[src/rtl/fetch_unit_pkg.sv]
// Shared constants for the instruction fetch stage and its output buffer.
package fetch_unit_pkg;

  localparam int          FETCH_ADDR_W   = 16;
  localparam int          FETCH_DATA_W   = 32;
  localparam logic [15:0] FETCH_RESET_PC = 16'h0000;
  localparam int          INSTR_BYTES    = 4;

  typedef logic [1:0] fifo_cnt_t;

  localparam fifo_cnt_t FIFO_DEPTH = 2'd2;

endpackage

[src/rtl/fetch_unit_skid_fifo.sv]
// Two-entry {pc,instr} buffer between the RAM read port and decode.
// The head entry is a register, so decode never sees a combinational path from the RAM.
module fetch_unit_skid_fifo
  import fetch_unit_pkg::*;
#(
  parameter int W = FETCH_ADDR_W + FETCH_DATA_W
) (
  input  logic            clock,
  input  logic            reset,
  input  logic            flush,
  input  logic            push,
  input  logic [W-1:0]    push_data,
  input  logic            pop,
  output logic [W-1:0]    head,
  output fifo_cnt_t       cnt
);

  logic [W-1:0] tail;

  // NOTE: sequential state is written with non-blocking assignments only, so every
  // register samples pre-edge values and simulation matches the synthesized flops.
  always_ff @(posedge clock) begin
    if (reset) begin
      cnt  <= '0;
      // NOTE: only the head is cleared because it drives the outputs; the tail is a
      // pure data register gated by cnt and needs no reset.
      head <= '0;
    end else if (flush) begin
      cnt <= '0;
    end else begin
      unique case ({push, pop})
        2'b10: begin
          if (cnt == 2'd0) head <= push_data;
          else             tail <= push_data;
          cnt <= cnt + 2'd1;
        end
        2'b01: begin
          head <= tail;
          cnt  <= cnt - 2'd1;
        end
        2'b11: begin
          // Simultaneous push and pop: occupancy is unchanged, entries shift forward.
          if (cnt == FIFO_DEPTH) begin
            head <= tail;
            tail <= push_data;
          end else begin
            head <= push_data;
          end
        end
        default: ;
      endcase
    end
  end

  // The issue rule upstream guarantees the buffer never overflows.
  always_ff @(posedge clock) begin
    if (!reset) assert (cnt <= FIFO_DEPTH);
  end

endmodule

[src/rtl/fetch_unit.sv]
// Instruction fetch stage: drives the word RAM with the pc, captures its registered
// read data one cycle later and hands {pc,instr} to decode over valid/ready.
module fetch_unit
  import fetch_unit_pkg::*;
#(
  parameter int               ADDR_W   = FETCH_ADDR_W,
  parameter int               DATA_W   = FETCH_DATA_W,
  parameter logic [ADDR_W-1:0] RESET_PC = FETCH_RESET_PC
) (
  input  logic              clock,
  input  logic              reset,
  output logic [ADDR_W-1:0] mem_addr,
  output logic              mem_we,
  output logic [DATA_W-1:0] mem_d,
  input  logic [DATA_W-1:0] mem_q,
  input  logic              redirect_valid,
  input  logic [ADDR_W-1:0] redirect_pc,
  output logic              out_valid,
  input  logic              out_ready,
  output logic [ADDR_W-1:0] out_pc,
  output logic [DATA_W-1:0] out_instr
);

  localparam int ENTRY_W = ADDR_W + DATA_W;

  logic [ADDR_W-1:0]  pc;
  logic [ADDR_W-1:0]  inflight_pc;
  logic               inflight;
  fifo_cnt_t          cnt;
  logic [ENTRY_W-1:0] head;
  logic [2:0]         occupancy;
  logic               deq;
  logic               issue;
  logic               push;
  logic               unused_redirect_lsbs;

  assign mem_we = 1'b0;
  assign mem_d  = '0;

  assign unused_redirect_lsbs = ^redirect_pc[1:0];

  // NOTE: every signal assigned in always_comb gets a default first, so no path
  // leaves it unassigned and no latch is inferred.
  always_comb begin
    mem_addr = pc;
    if (redirect_valid) mem_addr = {redirect_pc[ADDR_W-1:2], 2'b00};
  end

  assign out_valid = (cnt != 2'd0) && !redirect_valid;
  assign deq       = out_valid && out_ready;

  // Words owned by the stage (buffered + in flight) after this cycle's dequeue must stay below 2.
  assign occupancy = {1'b0, cnt} + {2'b00, inflight};
  assign issue     = !reset && (redirect_valid || (occupancy < (3'd2 + {2'b00, deq})));

  // A redirect kills the word returning this cycle.
  assign push = inflight && !redirect_valid;

  always_ff @(posedge clock) begin
    if (reset) begin
      pc       <= RESET_PC;
      inflight <= 1'b0;
    end else if (issue) begin
      pc          <= mem_addr + ADDR_W'(INSTR_BYTES);
      inflight    <= 1'b1;
      inflight_pc <= mem_addr;
    end else begin
      inflight <= 1'b0;
    end
  end

  fetch_unit_skid_fifo #(
    .W (ENTRY_W)
  ) u_fifo (
    .clock     (clock),
    .reset     (reset),
    .flush     (redirect_valid),
    .push      (push),
    .push_data ({inflight_pc, mem_q}),
    .pop       (deq),
    .head      (head),
    .cnt       (cnt)
  );

  assign out_pc    = head[ENTRY_W-1:DATA_W];
  assign out_instr = head[DATA_W-1:0];

endmodule

[config.mk]
export PLATFORM = sky130hd
export DESIGN_NAME = fetch_unit
export DESIGN_NICKNAME = d
export VERILOG_FILES = /design/src/rtl/fetch_unit_pkg.sv /design/src/rtl/fetch_unit_skid_fifo.sv /design/src/rtl/fetch_unit.sv
export SDC_FILE = /design/constraint.sdc
export NUM_CORES = 1
export LEC_CHECK = 0
export CAP_MARGIN = 20
export CORE_UTILIZATION = 44
export CTS_CLUSTER_DIAMETER = 60
export DETAILED_ROUTE_END_ITERATION = 8
export PLACE_DENSITY = 0.85
export SLEW_MARGIN = 20
export SYNTH_ARGS = -nofsm -noshare
export SYNTH_HDL_FRONTEND = slang
export SYNTH_SLANG_ARGS = --single-unit
[constraint.sdc]
create_clock -name clock -period 2.9 [get_ports clock]
set_input_delay 0.435 -clock clock [delete_from_list [all_inputs] [get_ports clock]]
set_output_delay 0.435 -clock clock [all_outputs]
set_load 0.05 [all_outputs]
==> flow_summary.toml, run 1 <==
[die]
die_h_um = 115
rows = 40
core_mm2 = 0.0122
dieWidth_um = 115
initial_utilization_pct = 45.9
ios = 150
dieArea_mm2 = 0.0131

[timing]
rsz0062_at_grt = "false"
clock_skew_ns = 0.0116
setup_slack_ns = 0.240
worst_slew_pin_slew_ns = 0.564
final_hold_viol_count = 0
setup_viol = 0
fin_crit_ns = 2.66
fin_tns_setup_ns = 0
maxSlewViolCount = 0
slew_headroom_pct = 62.3
max_freq_ghz = 0.376
finalCritPeriodShare_pct = 91.7

[power_and_ir_drop]
total_power_uw = 4740
p_leak_uw = 0.00278
power_density_mw_per_mm2 = 635
peakVddDrop_v = 0.000365

[yosys]
netlist_area_mm2 = 0.00558
synthTopCellsByArea = "edfxtp_1, dfxtp_1, a211oi_1"
netlist.area_leader.share_pct = 34.5
avgSynthCellArea_um2 = 11.5
yosys-top-cells-count = "dfxtp_1, edfxtp_1, nor2_1"
synth_most_common_cell = "dfxtp_1"
synthDistinctLibCells = 45
synth_edf_count = 64
ys_seq_area_share_pct = 58.5
synthArstFlopShare_pct = 0
ys.flop_type = "dfxtp_1"
yosys.area.top_type = "edfxtp_1"
synth_cells = 485
synth_seq_cells = 131
yosys_warnings = 0

[critical_path]
crit_required_ns = 2.47
crit_path_max_fanout = 24
cp_num_buf_inv = 5
crit_chain = "clkdlybuf4s50_1, buf_4, buf_4, mux2i_1, inv_1, buf_12"
start_kind = "input pin"
r2r_end = "u_fifo.head[20]$_SDFFE_PP0P_"
crit-reg2reg-launch = "u_fifo.cnt[0]$_SDFFE_PP0P_"
path_class = "input pin to output port"
crit_family = "buffers and inverters"
reg2reg_slack_ns = 0.66
crit_slowest_cell = "clkdlybuf4s50_1"
worst_r2r_path_depth = 9
critPathMaxStageDelay_ns = 0.49
cp_common_cell = "buf_4"
arrival_ns = 2.22
end_kind = "output port"

[clocking]
ctsResizeCount = 0
cts_max_level = 4
cts_tree = "done"
cts_max_path_buffers = 2
cts_buffers = 17
insertion_delay_ns = 0.40
cts.sinks = 131
clk_pin_slew_ns = 0.05
ctsHoldBuffers = 0
post_cts_buffers = 0
root_buffer = "clkbuf_16"

[route]
wl_mm = 11.9
vias = 4068
ant_nets = 0
drtPass1Iterations = 5
routed_via_density = 5.26
wl_per_cell_um = 15.3
drtIter0Drc = 284
route.detailed.drc = 0

[run]
drv_cap = 0

[final_layout]
syn2layout_area_growth_pct = 33.9
n_fill_cell = 981
final_area_mm2 = 0.00747
num_antenna_cells = 0
fin_nets = 652
fin_cells = 774
drive_above_1_share_pct = 12.0

[placement]
post-place-cells = 742
gp_congestion = 0.862
hpwl_mm = 8.07
place_area_mm2 = 0.00694
dp_slack_ns = 0.146
port_buffers = 114

[worst_hold_path]
min_delay_path_depth = 0
hp-class = "flip-flop to flip-flop"
holdPathEnd = "u_fifo.tail[43]$_DFFE_PP_"
min_from = "inflight_pc[11]$_DFFE_PP_"

[global_route]
grt_pass1_wl_mm = 19.1
grt_pass1_vias = 3909
grt.overflow.total = 0
grt_antenna_before_repair = 0
grt_max_degree = 97
grt_use_total_pct = 18.7

[run_status]
outcome = "complete, no violations"
==> cell usage in the layout, fill, tap and decap left out, types with 5 or more instances in the layout <==
cell | netlist | layout
nand3_1 | 11 | 10
a211oi_1 | 51 | 51
xnor2_1 | 5 | 5
nand4_1 | 5 | 5
inv_1 | 9 | 9
mux2_2 | 9 | 9
a21oi_1 | 13 | 13
mux2i_1 | 5 | 5
clkinv_1 | 0 | 5
conb_1 | 1 | 33
dfxtp_1 | 67 | 67
clkinv_2 | 0 | 5
a22oi_1 | 48 | 48
ha_1 | 7 | 7
nor2_1 | 58 | 58
nand2_1 | 17 | 17
clkdlybuf4s50_1 | 0 | 96
nor2b_1 | 6 | 6
clkbuf_16 | 0 | 17
buf_4 | 36 | 7
buf_12 | 0 | 21
edfxtp_1 | 64 | 64
==> registers in the layout, summed over array words and instances, names as in the netlist <==
signal,cells
pc,16
u_fifo.head,48
u_fifo.cnt,2
inflight_pc,16
u_fifo.tail,48
inflight,1
==> worst max path at each step <==
| stage | from | endpoint | cells after the start |
|---|---|---|---|
| after CTS | redirect_valid | mem_addr[6] | 6 |
| after global routing | redirect_valid | mem_addr[6] | 6 |
| after floorplan | redirect_valid | pc[12]$_SDFFE_PP0P_ | 10 |
| after global placement | redirect_valid | pc[12]$_SDFFE_PP0P_ | 9 |
| after detailed placement | redirect_valid | u_fifo.head[30]$_SDFFE_PP0P_ | 11 |
| final | redirect_valid | mem_addr[6] | 6 |
==> kinds of logic after synthesis <==
group	Yosys count	share of synthesized area, %
multiplexers	14	2.71
flip-flops	131	58.5
XOR/XNOR	9	1.41
other	1	0.0672
AO/OA/AOI/OAI	124	16.8
buffers and inverters	77	8.17
adder cells (fa/ha/maj)	7	1.57
AND/OR/NAND/NOR	122	10.7
==> per-stage QoR <==
step           util, %  hold WS, ns
2_1_floorplan        -        0.427
3_3_place_gp      57.1        0.441
5_1_grt           61.4        0.474
6_report          61.4        0.454
3_5_place_dp      57.1        0.446
4_1_cts           61.4        0.458
==> area by class of cell <==
type / count / area (um^2) / area share, %
clock buffer: 18 / 429 / 5.75
multi-input combinational: 309 / 2000 / 26.7
inverter: 9 / 33.8 / 0.452
tap: 168 / 210 / 2.81
timing repair buffer: 125 / 1440 / 19.3
clock inverter: 14 / 96.3 / 1.29
sequential: 131 / 3260 / 43.7
==> routing by layer <==
| layer | routed length [um] | vias to the layer above | global-route usage (%) | part of all wire, % |
|---|---|---|---|---|
| li1 | - | 1953 | - | - |
| met1 | 5290 | 1933 | 24.0 | 45 |
| met2 | 5670 | 164 | 30.5 | 48 |
| met3 | 744 | 18 | 5.13 | 6.3 |
| met4 | 143 | 0 | 6.06 | 1.2 |
| met5 | 0 | - | 0 | 0 |
==> power by group <==
part           switching, uW  internal, uW
Sequential              46.4          2020
Combinational            500           288
Clock                    732          1150
Total                   1280          3460
(Power assumes the default switching activity.)
==> inputs of run 2 (changes only) <==
Settings changed: CTS_CLUSTER_DIAMETER 60 to 50.
==> results of run 2 <==
Final layout, timing and power as in run 1 (identical DEF).
==> inputs of run 3 (changes only) <==
Settings changed: PLACE_DENSITY 0.85 to 0.84.
==> flow_summary.toml, run 3 (same netlist as run 1, synthesis figures left out) <==
[route]
wl_per_cell_um = 15.4
ant_nets = 0
drtIter0Drc = 342
drtPass1Iterations = 5
vias = 4067
wl_mm = 11.9
routed_via_density = 5.24
route.detailed.drc = 0

[final_layout]
largest_registers = "u_fifo.head: 48 flops, u_fifo.tail: 48 flops"
num_antenna_cells = 0
mostFrequentLayoutCell = "clkdlybuf4s50_1"
fin_cells = 776
syn2layout_area_growth_pct = 35.4
drive_above_1_share_pct = 12.8
fin_nets = 656
mostFrequentLayoutCells = "clkdlybuf4s50_1, dfxtp_1, edfxtp_1"
final_area_mm2 = 0.00755

[placement]
hpwl_mm = 7.96
gp_congestion = 0.852
dp_slack_ns = -0.288
post-place-cells = 745
place_area_mm2 = 0.00694
port_buffers = 114

[critical_path]
arrival_ns = 2.27
crit_slowest_cell = "clkdlybuf4s50_1"
path_class = "input pin to output port"
cp_common_cell = "buf_4"
end_kind = "output port"
crit_path_max_fanout = 22
worst_r2r_path_depth = 9
crit_required_ns = 2.47
reg2reg_slack_ns = 0.39
start_kind = "input pin"
critPathMaxStageDelay_ns = 0.53
crit_chain = "clkdlybuf4s50_1, buf_4, buf_4, mux2i_1, inv_1, buf_12"

[die]
rows = 40
ios = 150
core_mm2 = 0.0122
dieWidth_um = 115
dieArea_mm2 = 0.0131
initial_utilization_pct = 45.9
die_h_um = 115

[timing]
fin_crit_ns = 2.71
worst_slew_pin_slew_ns = 0.556
clock_skew_ns = 0.00716
rsz0062_at_grt = "false"
setup_slack_ns = 0.192
final_hold_viol_count = 0
timing.hold.ws_ns = 0.455
maxSlewViolCount = 0
max_freq_ghz = 0.369
finalCritPeriodShare_pct = 93.4
setup_viol = 0
slew_headroom_pct = 62.9

[power_and_ir_drop]
peakVddDrop_v = 0.000406
p_leak_uw = 0.00283
power_density_mw_per_mm2 = 652

[worst_hold_path]
hp-class = "flip-flop to flip-flop"
min_delay_path_depth = 0

[global_route]
grt_pass1_wl_mm = 19.3
grt_max_degree = 97
grt_antenna_before_repair = 0
grt.overflow.total = 0
grt_use_total_pct = 19.0
grt_pass1_vias = 3948

[clocking]
clk_pin_slew_ns = 0.05
cts_max_path_buffers = 2
ctsResizeCount = 0
post_cts_buffers = 0
root_buffer = "clkbuf_16"
cts_max_level = 4
insertion_delay_ns = 0.40
cts_tree = "done"
cts_buffers = 17
cts.sinks = 131
ctsHoldBuffers = 0

[run_status]
outcome = "complete, no violations"

[run]
drv_cap = 0
[run 3: report_power, final]
group | total (uW) | switching [uW] | internal [uW]
clock network | 2060 | 699 | 1370
registers | 2070 | 46.7 | 2020
logic | 785 | 497 | 289
[run 3: worst max-delay path: cells and delay by family]
family,cells,cell delay [ns]
multiplexers,1,0.42
buffers and inverters,5,1.41
[run 3: stage by stage]
| step | util, % | total power [uW] | TNS [ns] |
|---|---|---|---|
| floorplan | - | 2630 | 0 |
| global placement | 57.1 | 2870 | -5.30 |
| detailed placement | 57.1 | 2890 | -10.75 |
| CTS | 61.8 | 4970 | 0 |
| global route | 62.1 | 5100 | 0 |
| finish | 62.1 | 4920 | 0 |
[run 3: final cells by class]
cell class | count | area (um^2)
clock buffer | 25 | 505
clock inverter | 5 | 75.1
fill | 933 | 4610
inverter | 9 | 33.8
multi-input combinational | 309 | 2000
sequential | 131 | 3260
tap | 168 | 210
timing repair buffer | 129 | 1460
[run 3: path summary, 6_finish.rpt]
check,startpoint,end
max reg2reg,u_fifo.cnt[0]$_SDFFE_PP0P_,u_fifo.head[7]$_SDFFE_PP0P_
max,redirect_valid,mem_addr[6]
min reg2reg,inflight_pc[4]$_DFFE_PP_,u_fifo.tail[36]$_DFFE_PP_
min,inflight_pc[4]$_DFFE_PP_,u_fifo.tail[36]$_DFFE_PP_
[run 3: per-layer routing]
layer	global-route usage, %	part of all wire (%)	routed length [um]
met5	0	0	0
met4	6.15	0.72	86
met3	6.09	7.8	936
met2	31.4	48	5700
met1	23.5	44	5220
==> RTL edit 1: new RTL, settings of run 3 <==
Change the package constant `FETCH_DATA_W` from 32 to 64.
--- a/src/rtl/fetch_unit_pkg.sv
+++ b/src/rtl/fetch_unit_pkg.sv
@@ -4,3 +4,3 @@
   localparam int          FETCH_ADDR_W   = 16;
-  localparam int          FETCH_DATA_W   = 32;
+  localparam int          FETCH_DATA_W   = 64;
   localparam logic [15:0] FETCH_RESET_PC = 16'h0000;
Interface: changed (resized mem_d, mem_q and out_instr); port bits go from 150 to 246. The function was not compared with the original's and may differ.
==> RTL edit 1 against run 3 <==
Area after synthesis increased by 44%; clock skew is 0.0016 ns lower; sequential cell count increased by 64; non-clock buffer count is 84 higher; maximum frequency increased by 8.0%; total power grew 38%; critical endpoint unchanged; setup slack better by 0.20 ns; wire length is 46% higher; final area rose by 44%.
==> RTL edit 1: results (changes against run 3) <==
metric,value,unit,change
status,completed,,
grt_pass1_wl,26.94,mm,+40%
rrSetupSlack,0.46,ns,+0.07 ns
seq_cell_count,195,,+49%
antenna_found_initial,0,,unchanged
first_global_vias,5333,,+35%
seq_area,0.004865,mm^2,+49%
grt_max_degree,64,,-34%
drt_first_pass_iters,5,,unchanged
drt_iter0_drc,268,,-22%
clock_latency,0.42,ns,+0.02 ns
maxSlewHeadroom,0.5317,,-0.09737
synth.distinct_cells,50,,+11%
met3_usage,0.03593,,-0.02495
cpPeakStageDelay,0.45,ns,-0.08 ns
fillers,1442,,+55%
met2_usage,0.3008,,-0.01315
synth-edff-count,96,,+50%
p_leak,0.004042,uW,+43%
cts_buffer_depth,2,,unchanged
met1_length,7.740,mm,+48%
routabilityCongestion,0.8461,,-0.70%
finalClockSkew,0.005558,ns,-0.001603 ns
core,0.01790,mm^2,+47%
multi_input_comb_area,0.002699,mm^2,+35%
cp.arrival,2.07,ns,-0.20 ns
ys_top_cells_by_count,"dfxtp_1 (99), edfxtp_1 (96), nor2_1 (90)",,
post_drt_wl_per_cell,15.65,um,+1.7%
drive_gt1_frac,0.1175,,-0.01078
route.met2.wl,8.407,mm,+47%
n_all_buffers,213,,+65%
gr-usage-met1,0.2437,,+0.008532
num-nonclk-inverters,10,,+1
fin_nets,963,,+47%
worstHoldStart,inflight_pc[14],,
vdd_drop_max,0.3864,mV,-4.9%
buffer_area_frac,0.2121,,+0.01819
r2r-end,u_fifo.head[22],,
multi_input_cells,435,,+41%
path_max_fanout,11,,-50%
ys_seq_area_frac,0.6058,,+0.02065
place_area,0.01019,mm^2,+47%
portBuffers,178,,+56%
num_vias,5746,,+41%
synthToLayoutAreaGrowth,35.01,%,
synthTopCellsByArea,"edfxtp_1 (36%), dfxtp_1 (25%), a211oi_1 (7.8%)",,
track_usage,0.1858,,-0.003982
hold_path_end,u_fifo.tail[78],,
==> RTL edit 1: per-stage QoR <==
stage                     cells  hold slack [ns]  setup WS, ns  power [uW]
after floorplan             756           0.4273      0.006343        3915
after global placement     1082           0.4392        0.1470        4262
after detailed placement   1082           0.4458       0.06565        4286
after CTS                  1114           0.4642        0.4167        6865
after global routing       1114           0.4740        0.2121        7050
final                      1114           0.4595        0.3933        6796
==> RTL edit 1: cells by family (layout without fill, tap and decap cells) <==
family	count (synthesis)	after routing	share of synthesized area
adder cells (fa/ha/maj)	7	7	0.01091
multiplexers	14	14	0.01885
flip-flops	195	195	0.6058
AO/OA/AOI/OAI	189	189	0.1756
other	1	65	0.0004670
AND/OR/NAND/NOR	151	151	0.08726
XOR/XNOR	9	9	0.009815
buffers and inverters	126	255	0.09131
==> RTL edit 1: power by group <==
group | total [uW] | switching [uW] | internal [uW]
Sequential | 3050 | 57.4 | 3000
Clock | 2570 | 1030 | 1550
Combinational | 1170 | 755 | 415
Total | 6800 | 1840 | 4960
==> RTL edit 2: new RTL, config.mk and constraints of run 3 <==
Made on the original files. One comparison of `cnt` changes from == to >=.
--- a/src/rtl/fetch_unit_skid_fifo.sv
+++ b/src/rtl/fetch_unit_skid_fifo.sv
@@ -42,3 +42,3 @@
           // Simultaneous push and pop: occupancy is unchanged, entries shift forward.
-          if (cnt == FIFO_DEPTH) begin
+          if (cnt >= FIFO_DEPTH) begin
             head <= tail;
Formal check against the unedited RTL: no difference found for any inputs over 4 cycles, from zero or initial values and one cycle with reset high; that may be too few to reach the edited logic, so the function may still have changed.
==> RTL edit 2 against run 3 <==
Final area up 5.0%; total power up 3.5%; area after synthesis up 5.0%; clock power up 5%; largest power group is now clock; sequential cell count unchanged; combinational power up 10%; via count up 2.3%; global-route usage up 0.86 points; wire length up 9.8%; critical path depth up 5; setup slack better by 0.14 ns; sequential share of layout area down 2.0 points; first-iteration DRC count down 12%; highest routed layer unchanged; largest cell class unchanged.
==> RTL edit 2: results (changes against run 3) <==
metric,value,unit,change
cts.reportedPaths.clkPinSlew,0.05,ns,about the same
routabilityCongestion,0.8390,,-1.5%
clock_latency,0.42,ns,+0.02 ns
drt_first_pass_iters,5,,unchanged
finalClockSkew,0.01110,ns,+0.003936 ns
largestRegisters,"u_fifo.head: 48 flops, u_fifo.tail: 48 flops",,
synth_flop_cell,dfxtp_1,,
maxSlewHeadroom,0.5471,,-0.08202
crit_family,buffers and inverters,,
antenna_found_initial,0,,unchanged
ys_seq_area_frac,0.5570,,-0.02812
drive_gt1_frac,0.2385,,+0.1102
hpwl,8.591,mm,+7.9%
grt_pass1_wl,21.64,mm,+12%
track_usage,0.1984,,+0.008642
clock_tree.root_cell,clkbuf_16,,
num_vias,4160,,+2.3%
path_max_fanout,12,,-45%
diodes,0,,unchanged
vdd_drop_max,0.4161,mV,+2.5%
cts_buffer_depth,2,,unchanged
synth.most_common_cell,dfxtp_1,,
hp-class,reg2reg,,
htree_levels,4,,unchanged
synthTopCellsByArea,"edfxtp_1 (33%), dfxtp_1 (23%), a211oi_2 (10%)",,
numCtsBuffers,17,,unchanged
drt_iter0_drc,301,,-12%
post_cts_buffers,0,,unchanged
status,completed,,
cp.arrival,2.89,ns,+0.62 ns
fin_nets,654,,-0.30%
fillers,942,,+0.96%
grt_max_degree,49,,-49%
synth-edff-count,64,,unchanged
post_drt_wl_per_cell,16.81,um,+9.2%
portBuffers,114,,unchanged
async_flop_share,0,,unchanged
synth.distinct_cells,44,,-2.2%
cpMaxStageDelayCell,clkdlybuf4s50_1,,
cts_resized,0,,unchanged
cpPeakStageDelay,0.52,ns,
ys_top_cells_by_count,"dfxtp_1 (67), edfxtp_1 (64), nor2_1 (63)",,
yosysWarnings,0,,unchanged
holdWs,0.4573,ns,+0.002837 ns
p_leak,0.002815,uW,-0.50%
RTL edit 2: report_power, final:
part           switching (uW)  internal (uW)
Clock                     785           1370
Sequential               45.7           2020
Combinational             540            326
RTL edit 2: cell families (layout without fill, tap and decap cells):
logic type | count (synthesis) | after routing | share of synthesized area
compound gates | 125 | 125 | 0.2057
other cells | 1 | 33 | 0.0006401
flops | 131 | 131 | 0.5570
fa+ha+maj | 7 | 7 | 0.01495
mux | 14 | 14 | 0.02648
simple gates | 118 | 118 | 0.09419
xor+xnor | 9 | 9 | 0.01345
buf+inv | 72 | 171 | 0.08757
RTL edit 2: final timing paths:
check            startpoint  depth (start not counted)              end  slack, ns
max          redirect_valid                         11  u_fifo.head[29]       0.33
min          inflight_pc[4]                          0  u_fifo.tail[36]       0.46
max reg2reg   u_fifo.cnt[0]                         10  u_fifo.head[29]       0.40
min reg2reg  inflight_pc[4]                          0  u_fifo.tail[36]       0.46
RTL edit 2: final cells by class:
type	count	area share
clock buffer	19	0.05591
clock inverter	13	0.02006
inverter	5	0.002685
multi-input combinational	306	0.2871
sequential	131	0.4119
tap	172	0.02716
timing repair buffer	134	0.1952
RTL edit 2: metal layers:
| metal | routed length [um] | GRT usage | vias up |
|---|---|---|---|
| met5 | 0 | 0 | - |
| li1 | - | - | 1950 |
| met3 | 827 | 0.05545 | 15 |
| met4 | 139 | 0.06981 | 0 |
| met1 | 5545 | 0.2424 | 2028 |
| met2 | 6600 | 0.3339 | 167 |
RTL edit 2: per-stage QoR:
step | instance area (um^2) | setup WS [ns] | std cells
after floorplan | 6061 | -0.3629 | 509
after global placement | 7321 | 0.1063 | 748
after detailed placement | 7321 | -0.02158 | 748
after CTS | 7923 | 0.3413 | 780
after global routing | 7923 | 0.2061 | 780
final | 7923 | 0.3314 | 780
